[src/rtl/spi_regfile_pkg.sv]
// Shared types and helpers for the SPI register-file peripheral.
// Holds the FSM state encoding, the R/W opcode values and the frame length derivation.
package spi_regfile_pkg;

  typedef enum logic [1:0] {
    ST_IDLE,
    ST_HDR,
    ST_DATA,
    ST_DONE
  } state_t;

  localparam logic OP_WRITE = 1'b1;
  localparam logic OP_READ  = 1'b0;

  function automatic int frame_w(input int addr_w, input int data_w);
    return 1 + addr_w + data_w;
  endfunction

endpackage

[src/rtl/spi_regfile_if.sv]
// Pin-side and register-side signals of the SPI register-file peripheral.
// Signal names follow the chip pin naming.
interface spi_regfile_if #(
  parameter int ADDR_W   = 7,
  parameter int DATA_W   = 8,
  parameter int NUM_REGS = 5
);
  logic                       SCLK;
  logic                       nCS;
  logic                       COPI;
  logic                       CIPO;
  logic                       cipo_oe;
  logic [NUM_REGS*DATA_W-1:0] regs_flat;
  logic                       wr_strobe;
  logic [ADDR_W-1:0]          wr_addr;
  logic                       frame_err;

  modport slave (
    input  SCLK, nCS, COPI,
    output CIPO, cipo_oe, regs_flat, wr_strobe, wr_addr, frame_err
  );

  modport master (
    output SCLK, nCS, COPI,
    input  CIPO, cipo_oe, regs_flat, wr_strobe, wr_addr, frame_err
  );
endinterface

[src/rtl/spi_regfile_peripheral_sync.sv]
// Multi-flop synchroniser for an asynchronous pin, with registered rise/fall pulses.
// The level output is delayed one extra flop so it lines up with the edge pulses.
module spi_pin_sync #(
  parameter int SYNC_STAGES = 2
) (
  input  logic clk,
  input  logic rst_n,
  input  logic i_pin,
  output logic o_level,
  output logic o_rise,
  output logic o_fall
);
  logic [SYNC_STAGES-1:0] r_sync;
  logic                   r_prev;
  logic                   r_rise;
  logic                   r_fall;

  always_ff @(posedge clk) begin
    if (!rst_n) begin
      r_sync <= '0;
      r_prev <= 1'b0;
      r_rise <= 1'b0;
      r_fall <= 1'b0;
    end else begin
      r_sync <= {r_sync[SYNC_STAGES-2:0], i_pin};
      r_prev <= r_sync[SYNC_STAGES-1];
      r_rise <= r_sync[SYNC_STAGES-1] & ~r_prev;
      r_fall <= ~r_sync[SYNC_STAGES-1] & r_prev;
    end
  end

  assign o_level = r_prev;
  assign o_rise  = r_rise;
  assign o_fall  = r_fall;
endmodule

[src/rtl/spi_regfile_peripheral.sv]
// SPI mode-0 target with a parametrised register bank, read-back and commit on nCS rise.
// state   | meaning
// ST_IDLE | nCS high, waiting for a frame
// ST_HDR  | shifting R/W bit and address
// ST_DATA | shifting write data in or read data out
// ST_DONE | full frame seen; any extra SCLK marks overflow
module spi_regfile_peripheral
  import spi_regfile_pkg::*;
#(
  parameter int ADDR_W      = 7,
  parameter int DATA_W      = 8,
  parameter int NUM_REGS    = 5,
  parameter int SYNC_STAGES = 2
) (
  input logic          clk,
  input logic          rst_n,
  spi_regfile_if.slave bus
);
  localparam int FRAME_W = frame_w(ADDR_W, DATA_W);
  localparam int CNT_W   = $clog2(FRAME_W + 1);

  logic w_sclk_rise, w_sclk_fall, w_unused_sclk_lvl;
  logic w_cs_rise, w_cs_fall, w_cs_lvl;
  logic w_copi;
  logic [1:0] w_unused_copi_edges;

  spi_pin_sync #(.SYNC_STAGES(SYNC_STAGES)) u_sync_sclk (
    .clk(clk), .rst_n(rst_n), .i_pin(bus.SCLK),
    .o_level(w_unused_sclk_lvl), .o_rise(w_sclk_rise), .o_fall(w_sclk_fall));
  spi_pin_sync #(.SYNC_STAGES(SYNC_STAGES)) u_sync_ncs (
    .clk(clk), .rst_n(rst_n), .i_pin(bus.nCS),
    .o_level(w_cs_lvl), .o_rise(w_cs_rise), .o_fall(w_cs_fall));
  spi_pin_sync #(.SYNC_STAGES(SYNC_STAGES)) u_sync_copi (
    .clk(clk), .rst_n(rst_n), .i_pin(bus.COPI),
    .o_level(w_copi), .o_rise(w_unused_copi_edges[0]), .o_fall(w_unused_copi_edges[1]));

  state_t              r_state;
  logic [CNT_W-1:0]    r_cnt;
  logic                r_ovf;
  logic                r_rw;
  logic [ADDR_W-1:0]   r_hdr;
  logic [ADDR_W-1:0]   r_addr;
  logic [DATA_W-1:0]   r_rx;
  logic [DATA_W-1:0]   r_tx;
  logic                r_oe;
  logic                r_strobe;
  logic [ADDR_W-1:0]   r_wr_addr;
  logic                r_err;
  logic [DATA_W-1:0]   r_regs [NUM_REGS];

  logic                w_bit;
  logic [ADDR_W:0]     w_hdr_next;
  logic [DATA_W-1:0]   w_rd_data;
  logic                w_in_range;
  logic                w_cnt_full;

  assign w_bit      = w_sclk_rise & ~w_cs_lvl;
  assign w_hdr_next = {r_hdr, w_copi};
  assign w_in_range = ({1'b0, r_addr} < (ADDR_W + 1)'(NUM_REGS));
  assign w_cnt_full = (r_cnt == CNT_W'(FRAME_W));

  // Unimplemented addresses read back as zero.
  always_comb begin
    w_rd_data = '0;
    for (int k = 0; k < NUM_REGS; k++)
      if (w_hdr_next[ADDR_W-1:0] == ADDR_W'(k)) w_rd_data = r_regs[k];
  end

  always_ff @(posedge clk) begin
    if (!rst_n) begin
      r_state   <= ST_IDLE;
      r_cnt     <= '0;
      r_ovf     <= 1'b0;
      r_rw      <= OP_READ;
      r_hdr     <= '0;
      r_addr    <= '0;
      r_rx      <= '0;
      r_tx      <= '0;
      r_oe      <= 1'b0;
      r_strobe  <= 1'b0;
      r_wr_addr <= '0;
      r_err     <= 1'b0;
      for (int k = 0; k < NUM_REGS; k++) r_regs[k] <= '0;
    end else begin
      r_strobe <= 1'b0;
      r_err    <= 1'b0;
      if (w_cs_rise) begin
        // nCS rise takes priority over an SCLK edge in the same cycle.
        if (r_rw == OP_WRITE && w_cnt_full && !r_ovf) begin
          if (w_in_range) begin
            for (int k = 0; k < NUM_REGS; k++)
              if (r_addr == ADDR_W'(k)) r_regs[k] <= r_rx;
            r_wr_addr <= r_addr;
            r_strobe  <= 1'b1;
          end
        end else if (r_ovf || (r_cnt != '0 && !w_cnt_full)) begin
          r_err <= 1'b1;
        end
        r_state <= ST_IDLE;
        r_cnt   <= '0;
        r_ovf   <= 1'b0;
        r_oe    <= 1'b0;
        r_tx    <= '0;
      end else begin
        case (r_state)
          ST_IDLE: if (w_cs_fall) begin
            r_state <= ST_HDR;
            r_cnt   <= '0;
            r_ovf   <= 1'b0;
            r_rw    <= OP_READ;
          end
          ST_HDR: if (w_bit) begin
            r_hdr <= w_hdr_next[ADDR_W-1:0];
            r_cnt <= r_cnt + 1'b1;
            if (r_cnt == CNT_W'(ADDR_W)) begin
              r_state <= ST_DATA;
              r_rw    <= w_hdr_next[ADDR_W];
              r_addr  <= w_hdr_next[ADDR_W-1:0];
              if (w_hdr_next[ADDR_W] == OP_READ) begin
                r_tx <= w_rd_data;
                r_oe <= 1'b1;
              end
            end
          end
          ST_DATA: begin
            if (w_bit) begin
              r_cnt <= r_cnt + 1'b1;
              r_rx  <= DATA_W'({r_rx, w_copi});
              if (r_cnt == CNT_W'(FRAME_W - 1)) r_state <= ST_DONE;
            end else if (w_sclk_fall && r_oe && r_cnt != CNT_W'(ADDR_W + 1)) begin
              // The fall right after the last address bit keeps the MSB on the pin.
              r_tx <= r_tx << 1;
            end
          end
          ST_DONE: begin
            if (w_bit) r_ovf <= 1'b1;
            else if (w_sclk_fall) r_oe <= 1'b0;
          end
          default: r_state <= ST_IDLE;
        endcase
      end
    end
  end

  assign bus.CIPO      = r_oe & r_tx[DATA_W-1];
  assign bus.cipo_oe   = r_oe;
  assign bus.wr_strobe = r_strobe;
  assign bus.wr_addr   = r_wr_addr;
  assign bus.frame_err = r_err;

  for (genvar g = 0; g < NUM_REGS; g++) begin : g_flat
    assign bus.regs_flat[g*DATA_W +: DATA_W] = r_regs[g];
  end
endmodule

[src/flat_wrapper.sv]
// flat-port wrapper written by rule: the top's interface ports become plain ports
module spi_regfile_peripheral_flat import spi_regfile_pkg::*;
#(
  parameter int ADDR_W      = 7,
  parameter int DATA_W      = 8,
  parameter int NUM_REGS    = 5,
  parameter int SYNC_STAGES = 2
)
  (clk, rst_n, bus_SCLK, bus_nCS, bus_COPI, bus_CIPO, bus_cipo_oe, bus_regs_flat, bus_wr_strobe, bus_wr_addr, bus_frame_err);
  spi_regfile_if #(.ADDR_W(ADDR_W), .DATA_W(DATA_W), .NUM_REGS(NUM_REGS)) bus_i ();
  input logic clk;
  input logic rst_n;
  input wire logic [$bits(bus_i.SCLK)-1:0] bus_SCLK;
  input wire logic [$bits(bus_i.nCS)-1:0] bus_nCS;
  input wire logic [$bits(bus_i.COPI)-1:0] bus_COPI;
  output wire logic [$bits(bus_i.CIPO)-1:0] bus_CIPO;
  output wire logic [$bits(bus_i.cipo_oe)-1:0] bus_cipo_oe;
  output wire logic [$bits(bus_i.regs_flat)-1:0] bus_regs_flat;
  output wire logic [$bits(bus_i.wr_strobe)-1:0] bus_wr_strobe;
  output wire logic [$bits(bus_i.wr_addr)-1:0] bus_wr_addr;
  output wire logic [$bits(bus_i.frame_err)-1:0] bus_frame_err;
  assign bus_i.SCLK = bus_SCLK;
  assign bus_i.nCS = bus_nCS;
  assign bus_i.COPI = bus_COPI;
  assign bus_CIPO = bus_i.CIPO;
  assign bus_cipo_oe = bus_i.cipo_oe;
  assign bus_regs_flat = bus_i.regs_flat;
  assign bus_wr_strobe = bus_i.wr_strobe;
  assign bus_wr_addr = bus_i.wr_addr;
  assign bus_frame_err = bus_i.frame_err;
  spi_regfile_peripheral #(.ADDR_W(ADDR_W), .DATA_W(DATA_W), .NUM_REGS(NUM_REGS), .SYNC_STAGES(SYNC_STAGES)) u_core (.clk(clk), .rst_n(rst_n), .bus(bus_i));
endmodule
[config.mk]
export PLATFORM = sky130hd
export DESIGN_NAME = spi_regfile_peripheral_flat
export DESIGN_NICKNAME = d
export VERILOG_FILES = /design/src/rtl/spi_regfile_pkg.sv /design/src/rtl/spi_regfile_if.sv /design/src/rtl/spi_regfile_peripheral_sync.sv /design/src/rtl/spi_regfile_peripheral.sv /design/src/flat_wrapper.sv
export SDC_FILE = /design/constraint.sdc
export NUM_CORES = 1
export LEC_CHECK = 0
export BUFFER_PORTS_ARGS = -buffer_cell sky130_fd_sc_hd__buf_2
export CAP_MARGIN = 20
export CORE_MARGIN = 2
export CORE_UTILIZATION = 57
export DETAILED_ROUTE_END_ITERATION = 7
export GPL_TIMING_DRIVEN = 0
export MAX_ROUTING_LAYER = met4
export PLACE_DENSITY = 0.79
export SYNTH_ARGS = -nofsm -noshare
export SYNTH_HDL_FRONTEND = slang
export SYNTH_HIERARCHICAL = 1
export SYNTH_SLANG_ARGS = --single-unit
[constraint.sdc]
create_clock -name clk -period 2.7 [get_ports clk]
set_input_delay 0.135 -clock clk [delete_from_list [all_inputs] [get_ports clk]]
set_output_delay 0.135 -clock clk [all_outputs]
set_load 0.01 [all_outputs]
== Word level (Yosys, flattened, before mapping) ==
Memory sizes are Yosys's and may differ from the RTL's.
Cells that the tools add are included.
Widths: inputs -> output; s select.
Cells by class
  add/subtract/negate cells: 1
  order comparisons: 1
  eq/ne operators: 27
  multiplexer cells: 70
  bitwise logic cells: 17
  reductions and logical operators: 32
Operator list (count)
  $mux 8: 15
  $mux 1: 42
  $eq 7x2->1 const B: 4
  $reduce_and 3->1: 6
  $reduce_and 6->1: 3
  $pmux 8 s2: 1
  $eq 7x1->1 const B: 2
  $eq 7x3->1 const B: 2
  $logic_not 7->1: 2
  $ne 2x1->1 const B: 7
  $mux 2: 5
  $mux 5: 2
  $ne 2x2->1 const B: 5
  $pmux 5 s2: 1
  $reduce_bool 2->1: 5
  $lt 7x3->1 const B: 1
  $and 1x1->1: 6
  $not 1->1: 6
  $pmux 1 s2: 3
  $pmux 2 s3: 1
  $add 5x1->5 const B: 1
  $eq 5x3->1 const B: 1
  $eq 5x4->1 const B: 1
  $eq 5x5->1 const B: 1
  other kinds (14): 25
Storage, ports and cells
  bits in registers: 62
  RAM bits: 40
  word-level logic and storage cells: 171
  memories: 1
Memory list
  u_core.r_regs: depth 5, width 8, read ports 5, clocked after Yosys merged registers in 0, wr ports 5, line spi_regfile_peripheral.sv:49  | logic [DATA_W-1:0] r_regs [NUM_REGS];

== Logic depth before layout (Yosys ltp) ==
Gate-level depths: netlist of run 1.
  depth after elaboration: 10
  mapped depth: 8

== Cells and area by module ==
Netlist of run 1, hierarchy kept.
Modules (own cells, without submodules)
  spi_regfile_peripheral: times used 1, cells an instance 362, area each 3877.5 um^2
  spi_pin_sync: times used 3, cells an instance 10, area each 140.1 um^2

== Worst setup path before layout of run 1 ==
Ideal clock, no wire load.
  kind: reg2reg
  start point: register u_core.r_cnt[0]
  end point: memory u_core.r_regs[2][0] (netlist: u_core/r_regs[0][16]) (enable)
  setup time: 0.384 ns
  arrival time: 1.852 ns
  data required time: 2.316 ns
  setup slack: 0.464 ns
  stages on the path, launching flop included: 7
  buffers on the path: 0
  period minus slack after synthesis: 2.236 ns
  cell sequence: dfxtp_1 > inv_1 > ha_1 > nor4b_2 > nand3_1 > or2_2 > o21ai_0
RTL lines
  start: declaration: line spi_regfile_peripheral.sv:38  | logic [CNT_W-1:0] r_cnt;
  start signal: assignment: line spi_regfile_peripheral.sv:114  | r_cnt <= r_cnt + 1'b1;
  start signal: assignment: line spi_regfile_peripheral.sv:127  | r_cnt <= r_cnt + 1'b1;
  end: declaration: line spi_regfile_peripheral.sv:49

==> impl_metrics.yaml, run 1 <==
placed_design:
  dp_hpwl_um: 6620
  port_buffers: 55
  dp.cells: 544
  gp_congestion: 0.893
grt:
  busiest_layer: "met2"
  grtUsageMet1_pct: 31.4
  grt_max_degree: 21
  use_met3_pct: 6.01
  groute.usage.overall_pct: 24.6
  globalRouteOverflowTotal: 0
  grt_pass1_vias: 3120
  antenna_found_initial: 0
  grtUsageMet2_pct: 39.5
  grt_first_pass_wirelength_um: 15300
die:
  io_pins: 56
  rows: 31
  start_util_pct: 58.8
  die_area_um2: 8150
  die_h_um: 90.3
  core_um2: 7210
  die_w_um: 90.3
clock_network:
  clockRootBuffer: "clkbuf_8"
  cts_max_level: 3
  cts_made_buffers: 9
  clk_path_buf_depth: 2
  cts.sinks: 102
  path_clk_slew_ns: 0.10
  clk_latency_ns: 0.37
  cts_tree: "yes"
timing:
  tightest_slew_ns: 0.665
  hold_viol: 0
  fmax_ghz: 0.395
  finalSetupTns_ns: 0
  finalSetupViolCount: 0
  report.final.slew_viol_count: 0
  relSlewSlack_pct: 55.5
  min_period_ns: 2.53
  period_share_pct: 93.7
  rsz0062_at_grt: "false"
  clock_skew_ns: 0.0123
logic_synthesis:
  postSynthAreaPerCell_um2: 10.9
  synth_cells: 388
  synthesis.nets: 402
  ys_warn_count: 6
  syn_area_um2: 4240
critical_path:
  crit_arrival_ns: 2.61
  cp.required_ns: 2.79
  path_max_fanout: 6
  path_class: "flip-flop to flip-flop"
  start_kind: "flip-flop"
  crit_path_end_kind: "flip-flop"
drt:
  vias: 3159
  firstDrtPassIters: 7
  routed_wl_um: 9310
  wl_per_cell_um: 16.5
  drc: 0
  drt_iter0_drc: 171
  vias_per_cell: 5.61
  antenna_left: 0
layout:
  drive_above_1_share_pct: 21.6
  diodes: 0
  syn_to_final_growth_pct: 15.3
  fin_nets: 473
  final_cells: 563
  fill_cells: 586
  utilization_pct: 67.7
flow_run:
  cap_violations: 0
min_path:
  hold_path_class: "primary input to flip-flop"
run_status:
  status: "finished, final reports clean"
power:
  p_per_area_nw_per_um2: 581
  p_leak_nw: 2.01
  ir_worst_vdd_mv: 0.450
-- flip-flops by register name, summed over array words and instances, names as in the netlist, 2 cells and up --
register / flops
u_core/u_sync_ncs/r_sync: 2
u_core/bus.wr_addr: 7
u_core/r_tx: 8
u_core/u_sync_copi/r_sync: 2
u_core/u_sync_sclk/r_sync: 2
u_core/r_cnt: 5
u_core/r_regs: 40
u_core/r_rx: 8
u_core/r_addr: 7
u_core/r_hdr: 7
u_core/r_state: 2
-- routing by layer --
metal	routed length, um	vias up	part of all wire, %
li1	-	1501	-
met1	4100	1523	44
met2	4550	122	49
met3	570	13	6.1
met4	89	0	0.96
met5	0	-	0
-- report_power, final --
part / total (W) / switching (W) / internal, W
registers: 0.00167 / 0.0000304 / 0.00164
logic: 0.000236 / 0.000142 / 0.0000937
clock network: 0.000932 / 0.000568 / 0.000364
total: 0.00284 / 0.000740 / 0.00210
-- cells in the final DEF (no fill, tap or decap), types with 2 or more instances in the layout --
master / instances
a31oi_1: 6
buf_4: 4
xor2_1: 2
ha_1: 9
or2_2: 2
clkinv_8: 2
dlygate4sd3_1: 3
a211oi_1: 3
a21boi_0: 16
edfxtp_1: 40
clkbuf_8: 9
nor3b_1: 2
o21ai_1: 3
nor3_1: 3
clkbuf_1: 11
mux2i_1: 12
nand4_1: 2
buf_2: 60
o21ai_0: 15
a21oi_1: 7
nand2b_1: 8
inv_1: 15
and2_2: 9
a221o_1: 5
a221oi_1: 2
and2_1: 10
nor2b_1: 18
nor2_1: 19
nor3b_2: 2
and3b_1: 4
nand2_1: 57
and4b_1: 2
dfxtp_1: 62
nand3_1: 2
inv_6: 4
o31ai_1: 8
and3_1: 8
-- through the flow --
| step | hold slack, ns | setup slack [ns] | power, W | cell area (um2) |
|---|---|---|---|---|
| 6_report | 0.164 | 0.171 | 0.00284 | 4890 |
| 5_1_grt | 0.159 | 0.0572 | 0.00296 | 4890 |
| 4_1_cts | 0.153 | 0.134 | 0.00286 | 4880 |
| 3_5_place_dp | 0.352 | 0.152 | 0.00194 | 4650 |
| 3_3_place_gp | 0.348 | -0.446 | 0.00192 | 4640 |
| 2_1_floorplan | 0.271 | 0.464 | 0.00186 | 4240 |
-- what timing repair did --
| item | 4_1_cts | 5_1_grt |
|---|---|---|
| endpoints found under the setup margin | 0 | 8 |
| gates resized for setup | 0 | 1 |
| endpoints found under the hold margin | 3 | 0 |
| buffers inserted | 0 | 0 |
| hold buffers | 3 | 0 |
-- cell type report --
type | count | area (um2) | share of cell area (%)
Buffer | 18 | 81.3 | 1.66
Timing Repair Buffer | 60 | 320 | 6.55
Clock inverter | 7 | 75.1 | 1.54
Sequential cell | 102 | 2440 | 50.0
Tap cell | 99 | 124 | 2.53
Clock buffer | 9 | 124 | 2.53
Inverter | 15 | 56.3 | 1.15
Multi-Input combinational cell | 253 | 1660 | 34.1
-- critical path, cell delays in order (launching register included) --
cell	delay [ns]
dfxtp_1	0.36
inv_1	0.07
ha_1	0.16
nor4b_2	0.42
nand3_1	0.22
or2_2	0.36
o21ai_1	0.41
buf_4	0.26
-- final timing paths --
check | start | to | slack (ns) | cells past startpoint
min | rst_n | u_core/u_sync_ncs/o_rise | 0.16 | 2
max | u_core/r_cnt[0] | u_core/r_regs[0][0] | 0.17 | 7
max reg2reg | u_core/r_cnt[0] | u_core/r_regs[0][0] | 0.17 | 7
min reg2reg | u_core/u_sync_copi/r_sync[1] | u_core/u_sync_copi/o_level | 0.45 | 1
Power figures use the tool's default switching activity.
==> run 2, diff against run 1 <==
--- a/config.mk
+++ b/config.mk
@@ -12,4 +12,5 @@
 export DETAILED_ROUTE_END_ITERATION = 7
 export GPL_TIMING_DRIVEN = 0
+export HOLD_SLACK_MARGIN = 0.1
 export MAX_ROUTING_LAYER = met4
 export PLACE_DENSITY = 0.79
==> constraint.sdc (replaced) <==
create_clock -name clk -period 2.7 [get_ports clk]
set_input_delay 0.54 -clock clk [delete_from_list [all_inputs] [get_ports clk]]
set_output_delay 0.54 -clock clk [all_outputs]
set_load 0.01 [all_outputs]
==> run 2 against run 1 <==
Fmax decreased by 0.80%. Core utilization is 0.42 points lower. Combinational power about the same. Total power is 0.13% lower. First-iteration DRC count grew 33%. Clock skew decreased by 0.0021 ns. Critical path depth unchanged. Non-clock buffer count down 3. Sequential share of layout area up 0.31 points. Cell count down 0.53%.
==> impl_metrics.yaml, run 2 (synthesis results as in run 1) <==
run_status:
  status: "finished, final reports clean"
critical_path:
  cpMaxStageDelayCell: "nor4b_2"
  path_max_fanout: 6
  path_class: "flip-flop to flip-flop"
  reg2reg_depth: 7
  cp.required_ns: 2.79
  reg2reg_from: "u_core/r_cnt[0]"
  crit_path_end_kind: "flip-flop"
  reg2reg_to: "u_core/r_regs[0][0]"
  rrSetupSlack_ns: 0.15
  startpoint: "u_core/r_cnt[0]"
  start_kind: "flip-flop"
  crit_chain: "inv_1, ha_1, nor4b_2, nand3_1, or2_2, o21ai_1, buf_4"
  crit_arrival_ns: 2.64
  critical_path.max_stage_delay_ns: 0.42
grt:
  antenna_found_initial: 0
  globalRouteOverflowTotal: 0
  groute.usage.overall_pct: 24.5
  grt_max_degree: 21
  grt_first_pass_wirelength_um: 15200
  grt_pass1_vias: 3101
clock_network:
  clk_latency_ns: 0.36
  holdBufCountCts: 0
  path_clk_slew_ns: 0.10
  cts_tree: "yes"
  clk_path_buf_depth: 2
  cts_made_buffers: 9
  cts_max_level: 3
  clockRootBuffer: "clkbuf_8"
  cts.sinks: 102
die:
  die_w_um: 90.3
  io_pins: 56
  start_util_pct: 58.8
  core_um2: 7210
  rows: 31
  die_area_um2: 8150
  die_h_um: 90.3
power:
  power_w: 0.00283
  p_per_area_nw_per_um2: 583
  p_leak_nw: 2.00
  ir_worst_vdd_mv: 0.450
timing:
  period_share_pct: 94.4
  tightest_slew_ns: 0.644
  holdWs_ns: 0.381
  min_period_ns: 2.55
  finalSetupViolCount: 0
  relSlewSlack_pct: 56.9
  fmax_ghz: 0.392
  rsz0062_at_grt: "false"
  report.final.slew_viol_count: 0
  clock_skew_ns: 0.0102
  hold_viol: 0
layout:
  reg_top3: "u_core/r_regs (40), u_core/r_rx (8), u_core/r_tx (8)"
  syn_to_final_growth_pct: 14.5
  fill_cells: 588
  mostFrequentLayoutCell: "dfxtp_1"
  regMostFlops: "u_core/r_regs"
  drive_above_1_share_pct: 21.7
  diodes: 0
  layout_common_cells: "62 x dfxtp_1, 60 x buf_2, 57 x nand2_1"
  largest_reg_flops: 40
  fin_nets: 470
  utilization_pct: 67.3
flow_run:
  cap_violations: 0
drt:
  antenna_left: 0
  wl_per_cell_um: 16.5
  vias_per_cell: 5.58
  firstDrtPassIters: 4
  drc: 0
  vias: 3124
  drt_iter0_drc: 227
  routed_wl_um: 9250
min_path:
  holdPathEnd: "u_core/u_sync_copi/r_sync[0]"
  hp-start: "bus_COPI"
  hold_path_class: "primary input to flip-flop"
  min_path_cells: 2
placed_design:
  gp_congestion: 0.893
  dp_hpwl_um: 6620
  port_buffers: 55
==> run 2: worst max-delay path: cells and delay by family, from the launching register on <==
family	cells	cell delay, ns
AOI/OAI and AO/OA	1	0.42
and+or+nand+nor	3	1.01
adders and majority gates	1	0.16
buffers and inverters	2	0.34
DFF	1	0.36
==> run 2: worst max path at each step <==
stage                                 endpoint  depth (start not counted)
after CTS                 u_core/r_regs[0][14]                          7
after detailed placement  u_core/r_regs[0][14]                          7
after floorplan           u_core/r_regs[0][16]                          6
after global routing       u_core/r_regs[0][0]                          7
final                      u_core/r_regs[0][0]                          7
after global placement     u_core/r_regs[0][1]                          6
==> run 2: per-layer routing <==
metal	wire length, um	vias up	global-route usage, %	part of all wire, %
met2	4440	109	39.2	48
met3	594	16	6.01	6.4
met4	114	0	6.92	1.2
li1	-	1498	-	-
met5	0	-	-	0
met1	4100	1501	31.4	44
==> run 2: area by class of cell <==
type / instances / area [um2] / area share [%]
Inverter: 15 / 56.3 / 1.16
Timing Repair Buffer: 57 / 290 / 5.98
Tap cell: 99 / 124 / 2.55
Sequential cell: 102 / 2440 / 50.3
Buffer: 18 / 81.3 / 1.67
Multi-Input combinational cell: 253 / 1660 / 34.3
Clock buffer: 9 / 124 / 2.55
Clock inverter: 7 / 75.1 / 1.55
==> run 2: report_power, final <==
| group | total [W] | switching (W) | internal (W) |
|---|---|---|---|
| Clock | 0.000931 | 0.000567 | 0.000364 |
| Sequential | 0.00167 | 0.0000302 | 0.00164 |
| Combinational | 0.000233 | 0.000142 | 0.0000909 |
==> run 2: timing repair <==
| item | 4_1_cts | 5_1_grt |
|---|---|---|
| hold endpoints to repair | 0 | 0 |
| setup buffers | 0 | 0 |
| gates resized for setup | 0 | 1 |
| setup endpoints to repair | 0 | 8 |
==> run 2: through the flow <==
stage | setup WS, ns | std cells | setup TNS, ns | instance area, um2
after floorplan | 0.464 | 388 | 0 | 4240
after global placement | -0.446 | 542 | -7.94 | 4640
after detailed placement | 0.152 | 544 | 0 | 4650
after CTS | 0.134 | 560 | 0 | 4850
after global routing | 0.0572 | 560 | 0 | 4860
final | 0.150 | 560 | 0 | 4860
==> run 3, diff against run 2 <==
CELL_PAD_IN_SITES_DETAIL_PLACEMENT = 0   (was unset)
CELL_PAD_IN_SITES_GLOBAL_PLACEMENT = 2   (was unset)
CORE_UTILIZATION = 37   (was 57)
PLACE_DENSITY = unset   (was 0.79)
PLACE_DENSITY_LB_ADDON = 0.1   (was unset)
==> run 3 against run 2 <==
Cell area up 3.5%. Clock-buffer cell count unchanged. Sequential power about the same. Via count down 2.9%. Setup slack better by 0.17 ns. Fmax up 7.3%. Cell count up 8.0%. Largest cell class unchanged. Global-route usage down 6.8 points. Sequential cell count unchanged. Critical path type unchanged.
==> impl_metrics.yaml, run 3 (synthesis results as in run 1) <==
timing:
  period_share_pct: 88.0
  hold_viol: 0
  finalSetupViolCount: 0
  report.final.slew_viol_count: 0
  clock_skew_ns: 0.00582
  finalWorstSetupSlack_ns: 0.324
  tightest_slew_ns: 0.652
  fmax_ghz: 0.421
  relSlewSlack_pct: 56.1
  min_period_ns: 2.38
  rsz0062_at_grt: "false"
grt:
  globalRouteOverflowTotal: 0
  grt_pass1_vias: 2958
  antenna_found_initial: 0
  grt_max_degree: 20
  groute.usage.overall_pct: 17.6
  grt_first_pass_wirelength_um: 16200
clock_network:
  holdBufCountCts: 0
  cts_max_level: 3
  cts_made_buffers: 9
  clk_path_buf_depth: 2
  clk_latency_ns: 0.35
  path_clk_slew_ns: 0.07
  cts_tree: "yes"
  cts_setup_buffers: 0
  clockRootBuffer: "clkbuf_16"
  cts.sinks: 102
critical_path:
  start_kind: "flip-flop"
  path_max_fanout: 6
  cp.required_ns: 2.75
  crit_arrival_ns: 2.42
  crit_path_end_kind: "flip-flop"
  path_class: "flip-flop to flip-flop"
layout:
  diodes: 0
  fill_cells: 1106
  multi_input_area_um2: 1660
  syn_to_final_growth_pct: 18.5
  mostFrequentLayoutCell: "buf_2"
  reg_top3: "u_core/r_regs (40), u_core/r_rx (8), u_core/r_tx (8)"
  layout_common_cells: "63 x buf_2, 62 x dfxtp_1, 57 x nand2_1"
  fin_nets: 471
  final_cells: 605
  largest_reg_flops: 40
  seq_area_um2: 2440
  regMostFlops: "u_core/r_regs"
  drive_above_1_share_pct: 21.6
die:
  io_pins: 56
  start_util_pct: 37.5
  die_w_um: 111
  die_area_um2: 12300
  core_um2: 11300
  die_h_um: 111
  rows: 39
power:
  pwr-share-comb_pct: 7.2
  p_seq_share_pct: 51.4
  p_leak_nw: 2.06
  ir_worst_vdd_mv: 0.493
  p_per_area_nw_per_um2: 647
  intPower_w: 0.00247
  switching_share_pct: 24.0
  clkPwrFrac_pct: 41.5
  p_sw_w: 0.000780
placed_design:
  gp_congestion: 0.826
  dp_hpwl_um: 7390
  pre_cts_ws_ns: 0.132
  dp.cells: 589
  port_buffers: 55
drt:
  route.met2.wl_um: 4410
  highest_layer: "met4"
  vias: 3034
  antenna_left: 0
  vias_per_cell: 5.01
  drc: 0
  wl_per_cell_um: 16.7
  met1Wirelength_um: 5040
  firstDrtPassIters: 4
  drt_iter0_drc: 223
  wl_met3_um: 516
  routed_wl_um: 10100
min_path:
  hold_path_class: "primary input to flip-flop"
run_status:
  status: "finished, final reports clean"
flow_run:
  cap_violations: 0
==> run 3: per-layer routing <==
| layer | up-vias | global-route usage [%] |
|---|---|---|
| met1 | 1460 | 24.9 |
| li1 | 1493 | - |
| met5 | - | - |
| met2 | 70 | 25.3 |
| met4 | 0 | 4.20 |
| met3 | 11 | 4.92 |
==> run 3: critical path, cell delays in order (launching register included) <==
cell	delay, ns
dfxtp_1	0.35
inv_1	0.07
ha_1	0.16
nor4b_2	0.36
nand3_1	0.22
or2_2	0.35
o21ai_1	0.28
buf_2	0.28
==> run 3: power by group through the flow <==
stage	Sequential, W	Clock, W	Combinational [W]
floorplan	0.00171	0	0.000146
global placement	0.00171	0	0.000231
detailed placement	0.00171	0	0.000232
CTS	0.00167	0.00140	0.000234
global route	0.00168	0.00146	0.000259
finish	0.00167	0.00135	0.000233
==> run 3: path summary, 6_finish.rpt <==
path                                              startpoint                            to  slack, ns  cells past startpoint
worst max-delay path                         u_core/r_cnt[0]          u_core/r_regs[0][18]       0.32                      7
worst min-delay path                                bus_SCLK  u_core/u_sync_sclk/r_sync[0]       0.40                      2
worst max register to register               u_core/r_cnt[0]          u_core/r_regs[0][18]       0.32                      7
worst min register to register  u_core/u_sync_copi/r_sync[0]  u_core/u_sync_copi/r_sync[1]       0.45                      1
==> run 3: layout make-up <==
type                       instances  share of cell area, %
buffer                            18                   1.62
clock buffer                       9                   4.48
clock inverter                     7                   1.82
inverter                          15                   1.12
multi-input combinational        253                   33.0
sequential                       102                   48.6
tap                              143                   3.56
timing repair buffer              58                   5.78
==> run 3: stage by stage <==
step	setup TNS (ns)	hold slack (ns)	total power (W)	utilization [%]	area, um2
2_1_floorplan	0	0.420	0.00186	-	4240
3_3_place_gp	-6.12	0.428	0.00194	41.5	4690
3_5_place_dp	0	0.434	0.00194	41.6	4710
4_1_cts	0	0.384	0.00330	44.4	5030
5_1_grt	0	0.391	0.00339	44.4	5030
6_report	0	0.398	0.00325	44.4	5030
==> run 3: repair_timing <==
item                                    CTS  global route
resized for setup                         0             3
endpoints found under the setup margin    0            18
hold endpoints to repair                  0             0
